### src/rtl/alu_compare_monitor.sv
// Compares reference and synthesized ALU result streams, counts transactions and mismatches,
// captures the first mismatch, and streams a five-word report after end-of-stimulus.
module alu_compare_monitor #(
    parameter int BITS  = 8,
    parameter int CNT_W = 16
) (
    input  logic             i_clk,
    input  logic             i_rst,
    input  logic             i_valid,
    input  logic [1:0]       i_op,
    input  logic [BITS-1:0]  i_a,
    input  logic [BITS-1:0]  i_b,
    input  logic [BITS-1:0]  i_out_ref,
    input  logic [BITS-1:0]  i_out_dut,
    input  logic [3:0]       i_status_ref,
    input  logic [3:0]       i_status_dut,
    input  logic             i_done,
    output logic             o_mismatch,
    output logic             o_rpt_valid,
    output logic [CNT_W-1:0] o_rpt_data,
    input  logic             i_rpt_ready,
    output logic             o_done,
    output logic             o_pass
);

    typedef enum logic [1:0] {
        S_COLLECT  = 2'b00,
        S_REPORT   = 2'b01,
        S_FINISHED = 2'b10
    } state_t;

    localparam logic [CNT_W-1:0] CNT_MAX = {CNT_W{1'b1}};
    localparam logic [CNT_W-1:0] CNT_ONE = {{(CNT_W-1){1'b0}}, 1'b1};

    function automatic logic [CNT_W-1:0] sat_inc(input logic [CNT_W-1:0] v);
        if (v == CNT_MAX) begin
            return v;
        end else begin
            return v + CNT_ONE;
        end
    endfunction

    function automatic logic [CNT_W-1:0] word_sel(
        input logic [2:0]       idx,
        input logic [CNT_W-1:0] txn,
        input logic [CNT_W-1:0] mis,
        input logic             seen,
        input logic [1:0]       op,
        input logic [BITS-1:0]  a,
        input logic [BITS-1:0]  b,
        input logic [BITS-1:0]  oref,
        input logic [BITS-1:0]  odut,
        input logic [3:0]       sref,
        input logic [3:0]       sdut
    );
        logic [CNT_W-1:0] w;
        case (idx)
            3'd0:    w = txn;
            3'd1:    w = mis;
            3'd2:    w = seen ? CNT_W'({a, b})          : '0;
            3'd3:    w = seen ? CNT_W'({oref, odut})    : '0;
            3'd4:    w = seen ? CNT_W'({op, sref, sdut}) : '0;
            default: w = '0;
        endcase
        return w;
    endfunction

    state_t            r_state;
    logic [CNT_W-1:0]  r_txn_cnt;
    logic [CNT_W-1:0]  r_mis_cnt;
    logic              r_first_seen;
    logic [1:0]        r_first_op;
    logic [BITS-1:0]   r_first_a;
    logic [BITS-1:0]   r_first_b;
    logic [BITS-1:0]   r_first_out_ref;
    logic [BITS-1:0]   r_first_out_dut;
    logic [3:0]        r_first_st_ref;
    logic [3:0]        r_first_st_dut;
    logic [2:0]        r_idx;
    logic              r_mismatch;
    logic              r_rpt_valid;
    logic [CNT_W-1:0]  r_rpt_data;
    logic              r_done;
    logic              r_pass;

    state_t            w_state_nxt;
    logic [CNT_W-1:0]  w_txn_nxt;
    logic [CNT_W-1:0]  w_mis_nxt;
    logic              w_seen_nxt;
    logic [1:0]        w_op_nxt;
    logic [BITS-1:0]   w_a_nxt;
    logic [BITS-1:0]   w_b_nxt;
    logic [BITS-1:0]   w_oref_nxt;
    logic [BITS-1:0]   w_odut_nxt;
    logic [3:0]        w_sref_nxt;
    logic [3:0]        w_sdut_nxt;
    logic [2:0]        w_idx_nxt;
    logic              w_mismatch_nxt;
    logic              w_rpt_valid_nxt;
    logic [CNT_W-1:0]  w_rpt_data_nxt;
    logic              w_done_nxt;
    logic              w_pass_nxt;
    logic              w_is_mis;

    assign w_is_mis = (i_out_ref != i_out_dut) || (i_status_ref != i_status_dut);

    // Next-state computation for FSM, counters, first-mismatch capture and report outputs
    always_comb begin
        w_state_nxt    = r_state;
        w_txn_nxt      = r_txn_cnt;
        w_mis_nxt      = r_mis_cnt;
        w_seen_nxt     = r_first_seen;
        w_op_nxt       = r_first_op;
        w_a_nxt        = r_first_a;
        w_b_nxt        = r_first_b;
        w_oref_nxt     = r_first_out_ref;
        w_odut_nxt     = r_first_out_dut;
        w_sref_nxt     = r_first_st_ref;
        w_sdut_nxt     = r_first_st_dut;
        w_idx_nxt      = r_idx;
        w_mismatch_nxt = 1'b0;

        case (r_state)
            S_COLLECT: begin
                if (i_valid) begin
                    w_txn_nxt = sat_inc(r_txn_cnt);
                    if (w_is_mis) begin
                        w_mis_nxt      = sat_inc(r_mis_cnt);
                        w_mismatch_nxt = 1'b1;
                        if (!r_first_seen) begin
                            w_seen_nxt = 1'b1;
                            w_op_nxt   = i_op;
                            w_a_nxt    = i_a;
                            w_b_nxt    = i_b;
                            w_oref_nxt = i_out_ref;
                            w_odut_nxt = i_out_dut;
                            w_sref_nxt = i_status_ref;
                            w_sdut_nxt = i_status_dut;
                        end else begin
                            w_seen_nxt = r_first_seen;
                        end
                    end else begin
                        w_mismatch_nxt = 1'b0;
                    end
                end else begin
                    w_txn_nxt = r_txn_cnt;
                end
                // A transaction in the same cycle as i_done is still counted above
                if (i_done) begin
                    w_state_nxt = S_REPORT;
                    w_idx_nxt   = 3'd0;
                end else begin
                    w_state_nxt = S_COLLECT;
                end
            end
            S_REPORT: begin
                if (r_rpt_valid && i_rpt_ready) begin
                    if (r_idx == 3'd4) begin
                        w_state_nxt = S_FINISHED;
                    end else begin
                        w_idx_nxt = r_idx + 3'd1;
                    end
                end else begin
                    w_idx_nxt = r_idx;
                end
            end
            S_FINISHED: begin
                w_state_nxt = S_FINISHED;
            end
            default: begin
                w_state_nxt = S_COLLECT;
            end
        endcase

        w_rpt_valid_nxt = (w_state_nxt == S_REPORT);
        if (w_rpt_valid_nxt) begin
            w_rpt_data_nxt = word_sel(w_idx_nxt, w_txn_nxt, w_mis_nxt, w_seen_nxt, w_op_nxt,
                                      w_a_nxt, w_b_nxt, w_oref_nxt, w_odut_nxt,
                                      w_sref_nxt, w_sdut_nxt);
        end else begin
            w_rpt_data_nxt = '0;
        end
        w_done_nxt = (w_state_nxt == S_FINISHED);
        w_pass_nxt = w_done_nxt && (w_mis_nxt == '0);
    end

    // State and output registers with asynchronous clear
    always_ff @(posedge i_clk or posedge i_rst) begin
        if (i_rst) begin
            r_state         <= S_COLLECT;
            r_txn_cnt       <= '0;
            r_mis_cnt       <= '0;
            r_first_seen    <= 1'b0;
            r_first_op      <= 2'b00;
            r_first_a       <= '0;
            r_first_b       <= '0;
            r_first_out_ref <= '0;
            r_first_out_dut <= '0;
            r_first_st_ref  <= 4'h0;
            r_first_st_dut  <= 4'h0;
            r_idx           <= 3'd0;
            r_mismatch      <= 1'b0;
            r_rpt_valid     <= 1'b0;
            r_rpt_data      <= '0;
            r_done          <= 1'b0;
            r_pass          <= 1'b0;
        end else begin
            r_state         <= w_state_nxt;
            r_txn_cnt       <= w_txn_nxt;
            r_mis_cnt       <= w_mis_nxt;
            r_first_seen    <= w_seen_nxt;
            r_first_op      <= w_op_nxt;
            r_first_a       <= w_a_nxt;
            r_first_b       <= w_b_nxt;
            r_first_out_ref <= w_oref_nxt;
            r_first_out_dut <= w_odut_nxt;
            r_first_st_ref  <= w_sref_nxt;
            r_first_st_dut  <= w_sdut_nxt;
            r_idx           <= w_idx_nxt;
            r_mismatch      <= w_mismatch_nxt;
            r_rpt_valid     <= w_rpt_valid_nxt;
            r_rpt_data      <= w_rpt_data_nxt;
            r_done          <= w_done_nxt;
            r_pass          <= w_pass_nxt;
        end
    end

    assign o_mismatch  = r_mismatch;
    assign o_rpt_valid = r_rpt_valid;
    assign o_rpt_data  = r_rpt_data;
    assign o_done      = r_done;
    assign o_pass      = r_pass;

endmodule

### config.mk
export PLATFORM = sky130hd
export DESIGN_NAME = alu_compare_monitor
export DESIGN_NICKNAME = d
export VERILOG_FILES = /design/src/rtl/alu_compare_monitor.sv
export SDC_FILE = /design/constraint.sdc
export NUM_CORES = 1
export LEC_CHECK = 0
export BUFFER_PORTS_ARGS = -buffer_cell sky130_fd_sc_hd__buf_2
export CAP_MARGIN = 25
export CORE_UTILIZATION = 45
export DETAILED_ROUTE_END_ITERATION = 10
export PLACE_DENSITY = 0.71
export SETUP_SLACK_MARGIN = 0.15
export SYNTH_ARGS = -nofsm -noshare
export SYNTH_HDL_FRONTEND = slang
export SYNTH_SLANG_ARGS = --single-unit
### constraint.sdc
create_clock -name i_clk -period 3.8 [get_ports i_clk]
set_input_delay 0.57 -clock i_clk [delete_from_list [all_inputs] [get_ports i_clk]]
set_output_delay 0.57 -clock i_clk [all_outputs]
set_load 0.02 [all_outputs]
==> impl_results.md, run 1 <==
* Final GP Congestion at 0.874
* Vias in the first global route at 3735
* Critical Path AT at 3.16 ns
* Sequential share of power at 55.5%
* Crit Path Category: reg2reg
* Gate power share at 4.3%
* Post-route ant nets at 0
* CTS tree: built
* Startpoint types: register
* RSZ-0062 raised after global routing: false
* DR vias/cell at 5.82
* Most common cell in the netlist: dfrtp_1
* Routed met1 length at 5480 um
* Area leader, netlist: dfrtp_1
* Post-route minimum period at 2.87 ns
* DR pass1 iterations at 4
* Clock transition at path regs at 0.10 ns
* Power share of the clock group at 40.2%
* Die area at 11500 um^2
* DR top layer: met4
* Met3 WL post-DR at 686 um
* Clock sink count at 100
* Post-DP HPWL at 9110 um
* Critical path required time at 4.09 ns
* Sw Share at 23.1%
* Yosys cell types at 72
* Die W at 107 um
* Core area at 10800 um^2
* Final setup viols at 0
* Commonest cells in the synthesized netlist: 100 x dfrtp_1, 39 x mux2_2, 23 x nand2_1, 21 x xor2_1, 20 x inv_1
* Slew HR at 32.6%
* Proportion of layout cells with a drive suffix above 1 at 29.4%
* Initial antenna violation count at 0
* I/O pins at 67
* Number of synthesized flops with an enable pin at 0
* Routed wire length at 12200 um
* Root Driver: clkbuf_8
* YS warnings at 0
* Pwr Total at 0.00192 W
* Area share of the largest cell type after synthesis at 50.3%
* Post-Syn Area at 4970 um^2
* Layout area overhead at 14.4%
* CTS Hold Bufs at 0
* Gate Count Post-Synth at 429
* Worst hold path class: in2async
* Detailed Route Iter0 Violations at 216
* Max Fclk at 0.348 GHz
* Switching power at 0.000443 W
* Nets at 550
* Post-CTS setup buffers at 0
* Final Cycle Share at 75.6%
* # DRC at 0
* Final core occ at 52.7%
* Cells taking the most area after synthesis: dfrtp_1 50%, mux2_2 8.8%, xor2_1 3.7%
* Antenna diode count at 0
* Wire per inst at 18.9 um
* TritonCTS Buffers at 9
* Grt ovf at 0
* Pwr Density at 337 nW/um^2
* Cell internal pwr at 0.00148 W
* Die height at 107 um
* IO buf count at 66
* Max-Cap Viols at 0
* Later-pin clock latency in the skew report at 0.38 ns
* CTS H-tree lvls at 3
* Final hold viol count at 0
* Top_reg_cell synth: dfrtp_1
* WHS at 0.226 ns
* Row count at 38
* Max clock buf depth at 2
* Worst Skew at 0.0128 ns
* Post-synthesis sequential area ratio at 50.3%
* Pin count of the biggest net entering global routing at 42
* Post-CTS resize count at 0
* Leakage power at 2.76 nW
* TNS Setup at 0 ns
* Slew Limit Fails at 0
* Metal2 WL at 5760 um
* Syn_nets at 480
* GRT Total Usage at 22.2%
* First-pass GRT wire length at 19200 um
* Starting Density at 46.1%
* #FFs+latches synth at 100
* Status: complete, no violations
* Mapped Avg Cell Area at 11.6 um^2
* Worst vdd ir at 0.164 mV
* Crit Path Max Fanout at 14
* Crit end category: register
* Vias post-DR at 3750
* Worst slew pin tran at 1.01 ns
* Async SR Flop Fraction at 100%
==> kinds of logic after synthesis <==
kind of cell | share of synthesized area (%)
AOI/OAI and AO/OA | 13.9
DFF | 50.3
xor gates and xnor gates | 6.34
adders and majority gates | 1.01
buffers and inverters | 3.85
muxes | 11.1
and+or+nand+nor | 13.4
==> worst max-delay path: stages (launching register included) <==
cell and delay (ns):
dfrtp_1 0.51, and4b_1 0.40, a21oi_1 0.11, or3_1 0.61, nor3_2 0.64, a32o_1 0.24, o21ai_2 0.08, a31oi_1 0.21
==> cell type report <==
| class | instances | area [um^2] |
|---|---|---|
| clock buffers | 9 | 124 |
| clock inverters | 7 | 105 |
| fillers | 932 | 5110 |
| inverters | 22 | 85.1 |
| multi-input cells | 290 | 2290 |
| flip-flops and latches | 100 | 2500 |
| well taps | 140 | 175 |
| repair buffers | 76 | 405 |
==> through the flow <==
stage	setup slack (ns)	area [um^2]	instances
floorplan	0.611	4970	429
global placement	0.857	5450	627
detailed placement	0.713	5450	627
CTS	0.875	5680	643
global route	0.751	5690	644
finish	0.926	5690	644
==> final timing paths <==
kind	from	to	slack, ns	cells after the start
worst max-delay path	r_state[0]	o_rpt_data[1]	0.93	7
worst min-delay path	i_rst	r_first_out_dut[1]	0.23	2
worst max register to register	r_state[0]	o_rpt_data[1]	0.93	7
worst min register to register	r_first_out_ref[1]	r_first_out_ref[1]	0.50	2
max in group asynchronous	i_rst	r_txn_cnt[11]	2.68	3
min in group i_clk	i_op[1]	r_first_op[1]	0.44	3
==> power groups by stage <==
stage	registers (W)	logic, W	clock network [W]
3_5_place_dp	0.00109	0.0000842	0
4_1_cts	0.00106	0.0000843	0.000790
2_1_floorplan	0.00109	0.0000364	0
3_3_place_gp	0.00109	0.0000816	0
6_report	0.00106	0.0000827	0.000771
5_1_grt	0.00107	0.0000925	0.000827
==> sequential cells by signal (all words and copies together) (netlist names) <==
name             count
r_idx                3
r_state              2
r_first_op           2
o_rpt_data          16
r_txn_cnt           16
r_first_st_ref       4
r_first_out_dut      8
o_done               1
r_first_seen         1
o_mismatch           1
r_first_a            8
o_rpt_valid          1
r_mis_cnt           16
r_first_st_dut       4
o_pass               1
r_first_b            8
r_first_out_ref      8
==> cell usage in the layout, fill, tap and decap left out, drive strengths merged, types with 13 or more instances in the layout <==
| cell | instances |
|---|---|
| buf | 75 |
| nand3 | 13 |
| nand2 | 23 |
| a21oi | 13 |
| inv | 24 |
| dfrtp | 100 |
| nand4 | 13 |
| a32o | 17 |
| nor2 | 13 |
| xor2 | 21 |
| mux2 | 42 |
| xnor2 | 15 |
==> routing by layer <==
layer	vias up	GRT usage (%)
li1	1733	-
met1	1872	30.0
met2	127	35.9
met3	18	3.16
met4	0	8.90
met5	-	0
(Power assumes the default switching activity.)
==> run 2: changes to the inputs <==
clock period = 2.8 ns   (was 3.8 ns; I/O delays follow)
==> run 2 against run 1 <==
Effect of this change: first-iteration DRC count is 3.7% lower; non-clock buffer count increased by 19; final area is 3.6% higher; wire length is 0.69% higher; maximum frequency increased by 12%; sequential power up 36%; cell count grew 3.0%; clock power rose by 16%; clock skew down 0.0016 ns; setup slack worse by 0.70 ns; total power up 28%; clock-buffer cell count grew 1; critical endpoint is now o_rpt_data[3]; highest routed layer unchanged.
==> impl_results.md, run 2 (synthesis gave the netlist of run 1 again) <==
* Max clock buf depth at 2 (unchanged)
* Critical path required time at 3.07 ns (was 4.09 ns)
* GRT Total Usage at 22.8% (was 22.2%)
* DR vias/cell at 5.73 (was 5.82)
* Detailed Route Iter0 Violations at 208 (was 216)
* Crit Path Max Fanout at 12 (was 14)
* Worst Skew at 0.0112 ns (was 0.0128 ns)
* Root Driver: clkbuf_8 (unchanged)
* IO buf count at 66 (unchanged)
* Proportion of layout cells with a drive suffix above 1 at 35.0% (was 29.4%)
* Worst hold path class: in2async (unchanged)
* Final GP Congestion at 0.918 (was 0.874)
* # DRC at 0 (unchanged)
* RSZ-0062 raised after global routing: true (was false)
* Max Fclk at 0.388 GHz (was 0.348 GHz)
* Die area at 11500 um^2 (unchanged)
* Routed wire length at 12200 um (about the same)
* Cell area after layout at 5890 um^2 (was 5690 um^2)
* Core area at 10800 um^2 (unchanged)
* Startpoint types: register (unchanged)
* Initial antenna violation count at 0 (unchanged)
* Post-route ant nets at 0 (unchanged)
* Cell Count Post-Placement at 642 (was 627)
* CTS tree: built (unchanged)
* Die height at 107 um (unchanged)
* Worst setup margin at 0.225 ns (was 0.926 ns)
* Post-DP HPWL at 9200 um (was 9110 um)
* Worst vdd ir at 0.217 mV (was 0.164 mV)
* Final Cycle Share at 92.0% (was 75.6%)
* CTS H-tree lvls at 3 (unchanged)
* Die W at 107 um (unchanged)
* Slew Limit Fails at 0 (unchanged)
* Status: complete, no violations (unchanged)
* Commonest cells after routing, fill and taps aside: 99 x dfrtp_1, 66 x buf_2, 39 x mux2_2 (was 100 x dfrtp_1, 66 x buf_2, 39 x mux2_2)
* Nets at 569 (was 550)
* Grt ovf at 0 (unchanged)
* Later-pin clock latency in the skew report at 0.37 ns (was 0.38 ns)
* Row count at 38 (unchanged)
* DP Area at 5590 um^2 (was 5450 um^2)
* I/O pins at 67 (unchanged)
* Crit end category: register (unchanged)
* Vias post-DR at 3799 (was 3750)
* DR pass1 iterations at 4 (unchanged)
* Commonest non-fill, non-tap cell in the layout: dfrtp_1 (unchanged)
* Starting Density at 46.1% (unchanged)
* Finished Layout Cells at 663 (was 644)
* Vias in the first global route at 3875 (was 3735)
* Clock transition at path regs at 0.11 ns (was 0.10 ns)
* Pwr Density at 417 nW/um^2 (was 337 nW/um^2)
* Layout area overhead at 18.4% (was 14.4%)
* Wire per inst at 18.5 um (was 18.9 um)
* Pre-CTS setup slack at -0.0208 ns (was 0.713 ns)
* Critical Path AT at 2.85 ns (was 3.16 ns)
* Clock sink count at 100 (unchanged)
* Final hold viol count at 0 (unchanged)
* Crit Path Category: reg2reg (unchanged)
* Worst slew pin tran at 0.606 ns (was 1.01 ns)
* Antenna diode count at 0 (unchanged)
* Post-route minimum period at 2.58 ns (was 2.87 ns)
* Slew HR at 59.2% (was 32.6%)
* TritonCTS Buffers at 9 (unchanged)
* Final setup viols at 0 (unchanged)
* First-pass GRT wire length at 19800 um (was 19200 um)
* Final core occ at 54.6% (was 52.7%)
* Max-Cap Viols at 0 (unchanged)
* Pwr Total at 0.00245 W (was 0.00192 W)
* Pin count of the biggest net entering global routing at 101 (was 42)
* CTS Hold Bufs at 0 (unchanged)
* Leakage power at 2.86 nW (was 2.76 nW)
run 2: worst max-delay path, cell delays in order (launching register included):
cell,delay (ns)
dfrtp_1,0.40
buf_4,0.16
nand4b_1,0.38
a2111o_1,0.55
a311oi_4,0.34
buf_6,0.19
and2_1,0.13
o21ai_1,0.10
a21oi_1,0.23
run 2: final timing paths:
kind	start	to	slack [ns]	depth (start not counted)
min in group i_clk	i_op[1]	r_first_op[1]	0.29	3
setup reg to reg	r_state[1]	o_rpt_data[3]	0.22	8
hold reg to reg	r_first_st_ref[1]	r_first_st_ref[1]	0.50	2
max in group asynchronous	i_rst	r_mis_cnt[0]	2.18	3
setup / recovery	r_state[1]	o_rpt_data[3]	0.22	8
hold / removal	i_rst	r_first_out_dut[5]	0.17	3
run 2: cell type report:
| cell class | instances | area (um^2) |
|---|---|---|
| clock buffers | 10 | 138 |
| clock inverters | 6 | 57.6 |
| fillers | 915 | 4900 |
| inverters | 22 | 86.3 |
| multi-input cells | 290 | 2350 |
| flip-flops and latches | 100 | 2500 |
| well taps | 140 | 175 |
| repair buffers | 95 | 577 |
run 2: repair_timing:
item | in CTS | in global routing
setup buffers | 0 | 5
pin swaps | 1 | 3
resized for setup | 4 | 15
setup endpoints to repair | 8 | 16
run 2: through the flow:
| step | setup TNS [ns] | hold slack (ns) |
|---|---|---|
| after floorplan | 0 | 0.447 |
| after global placement | -0.00903 | 0.463 |
| after detailed placement | -0.0528 | 0.474 |
| after CTS | 0 | 0.211 |
| after global routing | 0 | 0.216 |
| final | 0 | 0.166 |
run 2: layer usage:
layer	part of all wire (%)	routed length (um)	track usage, %	vias to the layer above
met4	2.9	351	9.78	0
met5	0	0	0	-
met2	48	5860	36.8	118
li1	-	-	-	1771
met1	45	5530	30.7	1886
met3	4.2	510	3.34	24
run 2: report_power, final:
part	leakage, nW	internal, W	switching [W]
sequential	1.37	0.00144	0.00000124
combinational	1.39	0.0000446	0.0000710
clock	0.100	0.000366	0.000528
total	2.86	0.00185	0.000600
